**src/rtl/fetch_unit_if.sv**
```systemverilog
// Fetch-stage bus: redirect/stall controls, synchronous imem port and decode outputs.
// With FETCH_PERF_CNT_EN defined it also carries the fetch_count / bubble_count outputs.
interface fetch_unit_if #(
  parameter int ADDR_W  = 16,
  parameter int INSTR_W = 20
);
  logic               stall;
  logic               flush;
  logic               branch_taken;
  logic [ADDR_W-1:0]  branch_target;
  logic [ADDR_W-1:0]  imem_addr;
  logic [INSTR_W-1:0] imem_data;
  logic [ADDR_W-1:0]  pc_fetch;
  logic [INSTR_W-1:0] instr_decode;
  logic [ADDR_W-1:0]  pc_decode;
  logic               valid_decode;
`ifdef FETCH_PERF_CNT_EN
  logic [31:0]        fetch_count;
  logic [31:0]        bubble_count;

  modport master (
    input  stall, flush, branch_taken, branch_target, imem_data,
    output imem_addr, pc_fetch, instr_decode, pc_decode, valid_decode,
    output fetch_count, bubble_count
  );
  modport slave (
    output stall, flush, branch_taken, branch_target, imem_data,
    input  imem_addr, pc_fetch, instr_decode, pc_decode, valid_decode,
    input  fetch_count, bubble_count
  );
`else
  modport master (
    input  stall, flush, branch_taken, branch_target, imem_data,
    output imem_addr, pc_fetch, instr_decode, pc_decode, valid_decode
  );
  modport slave (
    output stall, flush, branch_taken, branch_target, imem_data,
    input  imem_addr, pc_fetch, instr_decode, pc_decode, valid_decode
  );
`endif
endinterface

```
**src/rtl/fetch_unit.sv**
```systemverilog
// Fetch stage: PC register, redirect mux, in-flight imem request tracker and fetch->decode register.
// Optional macro FETCH_PERF_CNT_EN adds fetch_count / bubble_count performance counters.
module fetch_unit #(
  parameter int                 ADDR_W    = 16,
  parameter int                 INSTR_W   = 20,
  parameter int unsigned        PC_STEP   = 1,
  parameter logic [ADDR_W-1:0]  RESET_PC  = '0,
  parameter logic [INSTR_W-1:0] NOP_INSTR = '0
) (
  input  logic         clk,
  input  logic         reset,
  fetch_unit_if.master bus
);

  function automatic logic [ADDR_W-1:0] pc_inc(input logic [ADDR_W-1:0] pc);
    return pc + ADDR_W'(PC_STEP);
  endfunction

  logic [ADDR_W-1:0]  pc_p0;
  logic [ADDR_W-1:0]  addr_p0;
  logic [ADDR_W-1:0]  req_pc_p1;
  logic               vld_p1;
  logic [INSTR_W-1:0] instr_p2;
  logic [ADDR_W-1:0]  pc_p2;
  logic               vld_p2;
  logic               hold;

  // A stall without flush freezes the pipe; flush always advances it with a bubble.
  assign hold = bus.stall && !bus.flush;

  always_comb begin
    addr_p0 = pc_p0;
    if (!reset)
      addr_p0 = RESET_PC;
    else if (hold)
      addr_p0 = req_pc_p1;
    else if (bus.branch_taken)
      addr_p0 = bus.branch_target;
  end

  // p0 -> p1: issue the request and advance the sequential PC
  always_ff @(posedge clk) begin
    if (!reset) begin
      pc_p0     <= RESET_PC;
      req_pc_p1 <= '0;
      vld_p1    <= 1'b0;
    end else if (hold) begin
      if (bus.branch_taken)
        pc_p0 <= bus.branch_target;
    end else begin
      pc_p0     <= pc_inc(addr_p0);
      req_pc_p1 <= addr_p0;
      vld_p1    <= 1'b1;
    end
  end

  // p1 -> p2: capture returning memory data into the decode register
  always_ff @(posedge clk) begin
    if (!reset || bus.flush) begin
      instr_p2 <= NOP_INSTR;
      pc_p2    <= '0;
      vld_p2   <= 1'b0;
    end else if (!bus.stall) begin
      instr_p2 <= bus.imem_data;
      pc_p2    <= req_pc_p1;
      vld_p2   <= vld_p1;
    end
  end

  assign bus.imem_addr    = addr_p0;
  assign bus.pc_fetch     = pc_p0;
  assign bus.instr_decode = instr_p2;
  assign bus.pc_decode    = pc_p2;
  assign bus.valid_decode = vld_p2;

`ifdef FETCH_PERF_CNT_EN
  logic [31:0] fetch_cnt;
  logic [31:0] bubble_cnt;

  always_ff @(posedge clk) begin
    if (!reset) begin
      fetch_cnt  <= '0;
      bubble_cnt <= '0;
    end else begin
      if (bus.flush)
        bubble_cnt <= bubble_cnt + 32'd1;
      else if (!bus.stall && vld_p1)
        fetch_cnt <= fetch_cnt + 32'd1;
    end
  end

  assign bus.fetch_count  = fetch_cnt;
  assign bus.bubble_count = bubble_cnt;
`endif

endmodule
```
**src/flat_wrapper.sv**
```systemverilog
// flat-port wrapper written by rule: the top's interface ports become plain ports
module fetch_unit_flat 
#(
  parameter int                 ADDR_W    = 16,
  parameter int                 INSTR_W   = 20,
  parameter int unsigned        PC_STEP   = 1,
  parameter logic [ADDR_W-1:0]  RESET_PC  = '0,
  parameter logic [INSTR_W-1:0] NOP_INSTR = '0
)
  (clk, reset, bus_stall, bus_flush, bus_branch_taken, bus_branch_target, bus_imem_data, bus_imem_addr, bus_pc_fetch, bus_instr_decode, bus_pc_decode, bus_valid_decode);
  fetch_unit_if #(.ADDR_W(ADDR_W), .INSTR_W(INSTR_W)) bus_i ();
  input  logic clk;
  input  logic reset;
  input wire logic [$bits(bus_i.stall)-1:0] bus_stall;
  input wire logic [$bits(bus_i.flush)-1:0] bus_flush;
  input wire logic [$bits(bus_i.branch_taken)-1:0] bus_branch_taken;
  input wire logic [$bits(bus_i.branch_target)-1:0] bus_branch_target;
  input wire logic [$bits(bus_i.imem_data)-1:0] bus_imem_data;
  output wire logic [$bits(bus_i.imem_addr)-1:0] bus_imem_addr;
  output wire logic [$bits(bus_i.pc_fetch)-1:0] bus_pc_fetch;
  output wire logic [$bits(bus_i.instr_decode)-1:0] bus_instr_decode;
  output wire logic [$bits(bus_i.pc_decode)-1:0] bus_pc_decode;
  output wire logic [$bits(bus_i.valid_decode)-1:0] bus_valid_decode;
  assign bus_i.stall = bus_stall;
  assign bus_i.flush = bus_flush;
  assign bus_i.branch_taken = bus_branch_taken;
  assign bus_i.branch_target = bus_branch_target;
  assign bus_i.imem_data = bus_imem_data;
  assign bus_imem_addr = bus_i.imem_addr;
  assign bus_pc_fetch = bus_i.pc_fetch;
  assign bus_instr_decode = bus_i.instr_decode;
  assign bus_pc_decode = bus_i.pc_decode;
  assign bus_valid_decode = bus_i.valid_decode;
  fetch_unit #(.ADDR_W(ADDR_W), .INSTR_W(INSTR_W), .PC_STEP(PC_STEP), .RESET_PC(RESET_PC), .NOP_INSTR(NOP_INSTR)) u_core (.clk(clk), .reset(reset), .bus(bus_i));
endmodule
```
**config.mk**
```make
export PLATFORM = sky130hd
export DESIGN_NAME = fetch_unit_flat
export DESIGN_NICKNAME = d
export VERILOG_FILES = /design/src/rtl/fetch_unit_if.sv /design/src/rtl/fetch_unit.sv /design/src/flat_wrapper.sv
export SDC_FILE = /design/constraint.sdc
export NUM_CORES = 1
export LEC_CHECK = 0
export CORE_AREA = 2 2 83 77
export CTS_CLUSTER_DIAMETER = 30
export DETAILED_ROUTE_END_ITERATION = 7
export DIE_AREA = 0 0 85 79
export DONT_BUFFER_PORTS = 1
export GPL_TIMING_DRIVEN = 1
export PLACE_DENSITY = 0.81
export SYNTH_ARGS = -nofsm -noshare
export SYNTH_HDL_FRONTEND = slang
export SYNTH_SLANG_ARGS = --single-unit
```
**constraint.sdc**
```tcl
create_clock -name clk -period 2 [get_ports clk]
set_input_delay 0.1 -clock clk [delete_from_list [all_inputs] [get_ports clk]]
set_output_delay 0.1 -clock clk [all_outputs]
set_load 0.005 [all_outputs]
```
# [Word level (Yosys, flattened, before mapping)]
# Cells that the tools add are included.
[word_totals] in_bits=41 regBits=70 output_inout_bits=69
[classes] n_addsub=1 muxes=4 reduce_logical=4
[op_table] op="$mux 16" count=4
[op_table] op="$add 16x1->16 const B" count=1
[op_table] op="$logic_not 1->1" count=2
[op_table] op="$logic_and 1x1->1" count=1
[op_table] op="$logic_or 1x1->1" count=1

# [Depth between registers and ports, before layout]
[depth] word_depth=6 mapped_depth=11

# [Worst setup path after synthesis]
# No wires, ideal clock.
[synth_path] path_kind="input to register" startpoint="in bus_flush" endpoint="reg u_core.pc_p0[14] (netlist: u_core.bus.pc_fetch[14])" arrival_ns=2.056 setup_slack_ns=-0.134 t_required_ns=1.922 n_path_buf=3 path_stages=11 setup_time_ns=0.078 cell_sequence="nand2b_1 buf_2 buf_6 clkbuf_1 o21ai_0 a21oi_1 ha_1 nand3_1 a211o_1 o31a_1 nor3_1"
[synth_between] elab_chain_cells=6
[synth_rtl] element="start: declaration" line="flat_wrapper.sv:15" source="input wire logic [$bits(bus_i.flush)-1:0] bus_flush;"
[synth_rtl] element="$logic_not 1->1" line="fetch_unit.sv:29" source="assign hold = bus.stall && !bus.flush;"
[synth_rtl] element="$logic_and 1x1->1" line="fetch_unit.sv:29"
[synth_rtl] element="$mux 16" line="fetch_unit.sv:35" source="else if (hold)"
[synth_rtl] element="$mux 16" line="fetch_unit.sv:33" source="if (!reset)"
[synth_rtl] element="net bus_imem_addr[0]" line="flat_wrapper.sv:19" source="output wire logic [$bits(bus_i.imem_addr)-1:0] bus_imem_addr;"
[synth_rtl] element="$add 16x1->16" line="fetch_unit.sv:16" source="return pc + ADDR_W'(PC_STEP);"
[synth_rtl] element="$mux 16" line="fetch_unit.sv:47" source="end else if (hold) begin"
[synth_rtl] element="end signal: assignment" line="fetch_unit.sv:49" source="pc_p0 <= bus.branch_target;"
[synth_rtl] element="end signal: assignment" line="fetch_unit.sv:51" source="pc_p0 <= pc_inc(addr_p0);"
[synth_rtl] element="end: declaration" line="fetch_unit.sv:19" source="logic [ADDR_W-1:0] pc_p0;"
# The timed path passes the listed nets, and every way through them passes these cells.
# A chain may end at the register's enable or synchronous reset.

# [Worst setup path after layout]
[layout_path] startpoint="reg u_core.pc_p0[1] (netlist: u_core.bus.pc_fetch[1])" endpoint="reg u_core.pc_p0[12] (netlist: u_core.bus.pc_fetch[12])"
[layout_between] elab_chain_cells=5
[layout_rtl] element="$mux 16"
[layout_rtl] element="$mux 16" line="fetch_unit.sv:35"
[layout_rtl] element="$mux 16" line="fetch_unit.sv:33"
[layout_rtl] element="$add 16x1->16" line="fetch_unit.sv:16"
[layout_rtl] element="$mux 16" line="fetch_unit.sv:47"
# Every way passes these cells.

==> summary.txt <==
Async SR Flop Fraction -> 0%
clk_skew -> 0.00854 ns
die area -> 6720 um2
die span in x -> 85 um
global-route wire length before repair -> 12.4 mm
# DRC -> 0
Vias -> 2484
CTS Sinks -> 70
Primary FF master, synth -> dfxtp_1
hpwl dp -> 5.00 mm
Power Density -> 807 nW/um2
vias in the first global route -> 2434
CTS tree -> built
Final Power -> 3.21 mW
Slew Limit Fails -> 0
Area Overhead vs Synth -> 25.2%
Core ar. -> 5910 um2
count of final hold-check violations -> 0
Synth area leaders -> dfxtp_1 (44%), mux2i_1 (15%), nor2_1 (7.3%)
Finish-stage setup viols -> 0
GRT Overall Usage -> 24.0%
initial DRC count -> 146
post-synthesis cell area -> 3180 um2
Via density -> 5.59
number of fill cells -> 474
Post-Route Setup TNS -> 0 ns
crit path DAT -> 2.13 ns
clk slew on worst S/H paths -> 0.08 ns
largest net degree at the start of global routing -> 36
clk_lat worst skew -> 0.34 ns
launch point of the worst hold path -> reset
post-synthesis cell count -> 316
reg2reg end -> u_core.bus.pc_fetch[12]$_SDFF_PN0_
Critical Path Fanout Max -> 3
routability congestion estimate -> 0.892
Initial Utilization -> 53.8%
Yosys warning count -> 0
Synth top area share -> 44.1%
syn nets -> 358
endpoint class of the critical path -> flip-flop
Final Cycle Share -> 94.4%
Leak -> 1.70 nW
hold worst-path end -> u_core.bus.pc_fetch[13]$_SDFF_PN0_
worst r2r src -> u_core.bus.pc_fetch[1]$_SDFF_PN0_
synthesized flop and latch total -> 70
Reg2Reg Setup Slack -> 0.11 ns
Diodes inserted -> 0
num rows -> 27
Clock Tree Root -> clkbuf_8
Die Height -> 79 um
most instantiated cells after synthesis -> dfxtp_1 (70), nor2_1 (62), mux2i_1 (49)
sequential area share after synthesis -> 44.1%
relative slew slack -> 59.6%
Avg WL per Cell -> 17.9 um
IO Count -> 110
final core occ -> 67.3%
maximum root-to-sink buffer count -> 2
# Max-Cap Violations -> 0
CTS buffer count -> 9
RSZ-0062 raised after global routing -> true
final WL -> 7.95 mm
cell with the most instances after synthesis -> dfxtp_1
leading area contributor after synthesis -> dfxtp_1
number of synthesized flops with an enable pin -> 0
IO Port Bufs -> 0
htree depth -> 3
DRT Pass-1 Iters -> 4
Critical Path Start Type -> flip-flop
maximum VDD drop -> 0.000565 V
initial antenna violation count -> 0
maximum clock frequency -> 530 MHz
run status -> completed
post-route ant nets -> 0
fraction of layout cells with a size suffix above 1 -> 16.9%
library cells used by synthesis -> 58
Hold Crit Class -> input port to flip-flop
CP Class -> flip-flop to flip-flop
hold depth -> 2
Worst-Margin Slew -> 0.606 ns
worst hold slack -> 0.0169 ns
worst r2r path cells -> 9
CP required -> 2.24 ns
Synth Area per Inst -> 10.1 um2
minimum clock period after layout -> 1.89 ns
# nets final -> 409
grt ovf -> 0
==> how the worst max path moves through the flow <==
stage	from	slack, ns	cells past startpoint	endpoint
global placement	u_core.bus.pc_fetch[0]$_SDFF_PN0_	0.15	8	u_core.bus.pc_fetch[14]$_SDFF_PN0_
finish	u_core.bus.pc_fetch[1]$_SDFF_PN0_	0.11	9	u_core.bus.pc_fetch[12]$_SDFF_PN0_
global route	u_core.bus.pc_fetch[1]$_SDFF_PN0_	-0.03	9	u_core.bus.pc_fetch[12]$_SDFF_PN0_
floorplan	bus_flush	0.0001	11	u_core.bus.pc_fetch[14]$_SDFF_PN0_
detailed placement	u_core.bus.pc_fetch[0]$_SDFF_PN0_	0.06	8	u_core.bus.pc_fetch[14]$_SDFF_PN0_
CTS	reset	0.004	8	u_core.bus.pc_fetch[14]$_SDFF_PN0_
==> per-stage QoR <==
stage / cells / setup slack (ns) / area, um2
after floorplan: 316 / 0.000112 / 3180
after global placement: 380 / 0.153 / 3260
after detailed placement: 380 / 0.0556 / 3260
after CTS: 440 / 0.00352 / 3930
after global routing: 444 / -0.0323 / 3980
final: 444 / 0.112 / 3980
==> power breakdown <==
group,leakage (nW),internal [mW],switching (mW)
clock network,0.113,0.739,0.541
logic,1.01,0.223,0.196
registers,0.574,1.46,0.0549
total,1.70,2.42,0.792
==> layout by cell type (no fill, tap or decap), drive strengths merged, types with 2 or more instances in the layout <==
| master | netlist | final |
|---|---|---|
| dfxtp | 70 | 70 |
| inv | 2 | 2 |
| nand3 | 7 | 7 |
| nor3b | 3 | 3 |
| xnor2 | 5 | 5 |
| mux2i | 49 | 49 |
| nor2b | 2 | 2 |
| clkbuf | 9 | 11 |
| a211oi | 16 | 16 |
| nor2 | 62 | 62 |
| nand2b | 3 | 3 |
| dlygate4sd3 | 0 | 42 |
| nand4 | 3 | 3 |
| nand3b | 4 | 4 |
| a21oi | 9 | 9 |
| o21ai | 3 | 3 |
| and2 | 8 | 8 |
| nor3 | 7 | 7 |
| xor2 | 2 | 2 |
| o21a | 2 | 2 |
| a32o | 2 | 2 |
| clkinv | 1 | 4 |
| buf | 12 | 18 |
| mux2 | 7 | 7 |
| nand2 | 5 | 5 |
| bufinv | 0 | 2 |
| and3 | 4 | 4 |
==> layer usage <==
metal / GRT usage (%) / wire (um) / vias up
met5: 0 / 0 / -
met2: 39.7 / 3920 / 94
li1: - / - / 1220
met4: 7.94 / 113 / 0
met1: 29.1 / 3270 / 1162
met3: 8.42 / 648 / 8
==> repair_timing <==
action,CTS,global route
endpoints found under the hold margin,46,0
hold buffers,44,0
buffers inserted,0,4
gates resized for setup,0,5
endpoints found under the setup margin,0,4
==> layout make-up <==
type	count	area [um2]	share of cell area [%]
Tap cell	72	90.1	2.26
Multi-Input combinational cell	222	1660	41.7
Clock buffer	11	141	3.55
Inverter	3	11.3	0.283
Timing Repair Buffer	61	593	14.9
Clock inverter	5	82.6	2.07
Sequential cell	70	1400	35.2
==> registers in the layout (all words and copies together), names as in the netlist <==
signal	cells
u_core.bus.valid_decode	1
u_core.bus.pc_decode	16
u_core.vld_p1	1
u_core.bus.instr_decode	20
u_core.req_pc_p1	16
u_core.bus.pc_fetch	16
==> logic make-up after synthesis <==
logic type	Yosys count	synth area share (%)
DFF	70	44.1
AOI/OAI and AO/OA	44	12.1
muxes	56	18.0
adders and majority gates	1	0.393
and+or+nand+nor	114	19.2
xor gates and xnor gates	7	1.93
buffers and inverters	24	4.25
==> critical path: stages, from the launching register on <==
cell	delay (ns)
dfxtp_1	0.34
mux2i_1	0.09
nor2_1	0.14
a21oi_1	0.07
nor2_1	0.17
ha_2	0.22
nand3_1	0.11
nor4b_4	0.31
a31oi_1	0.13
a41o_1	0.21
Power figures use the tool's default switching activity.
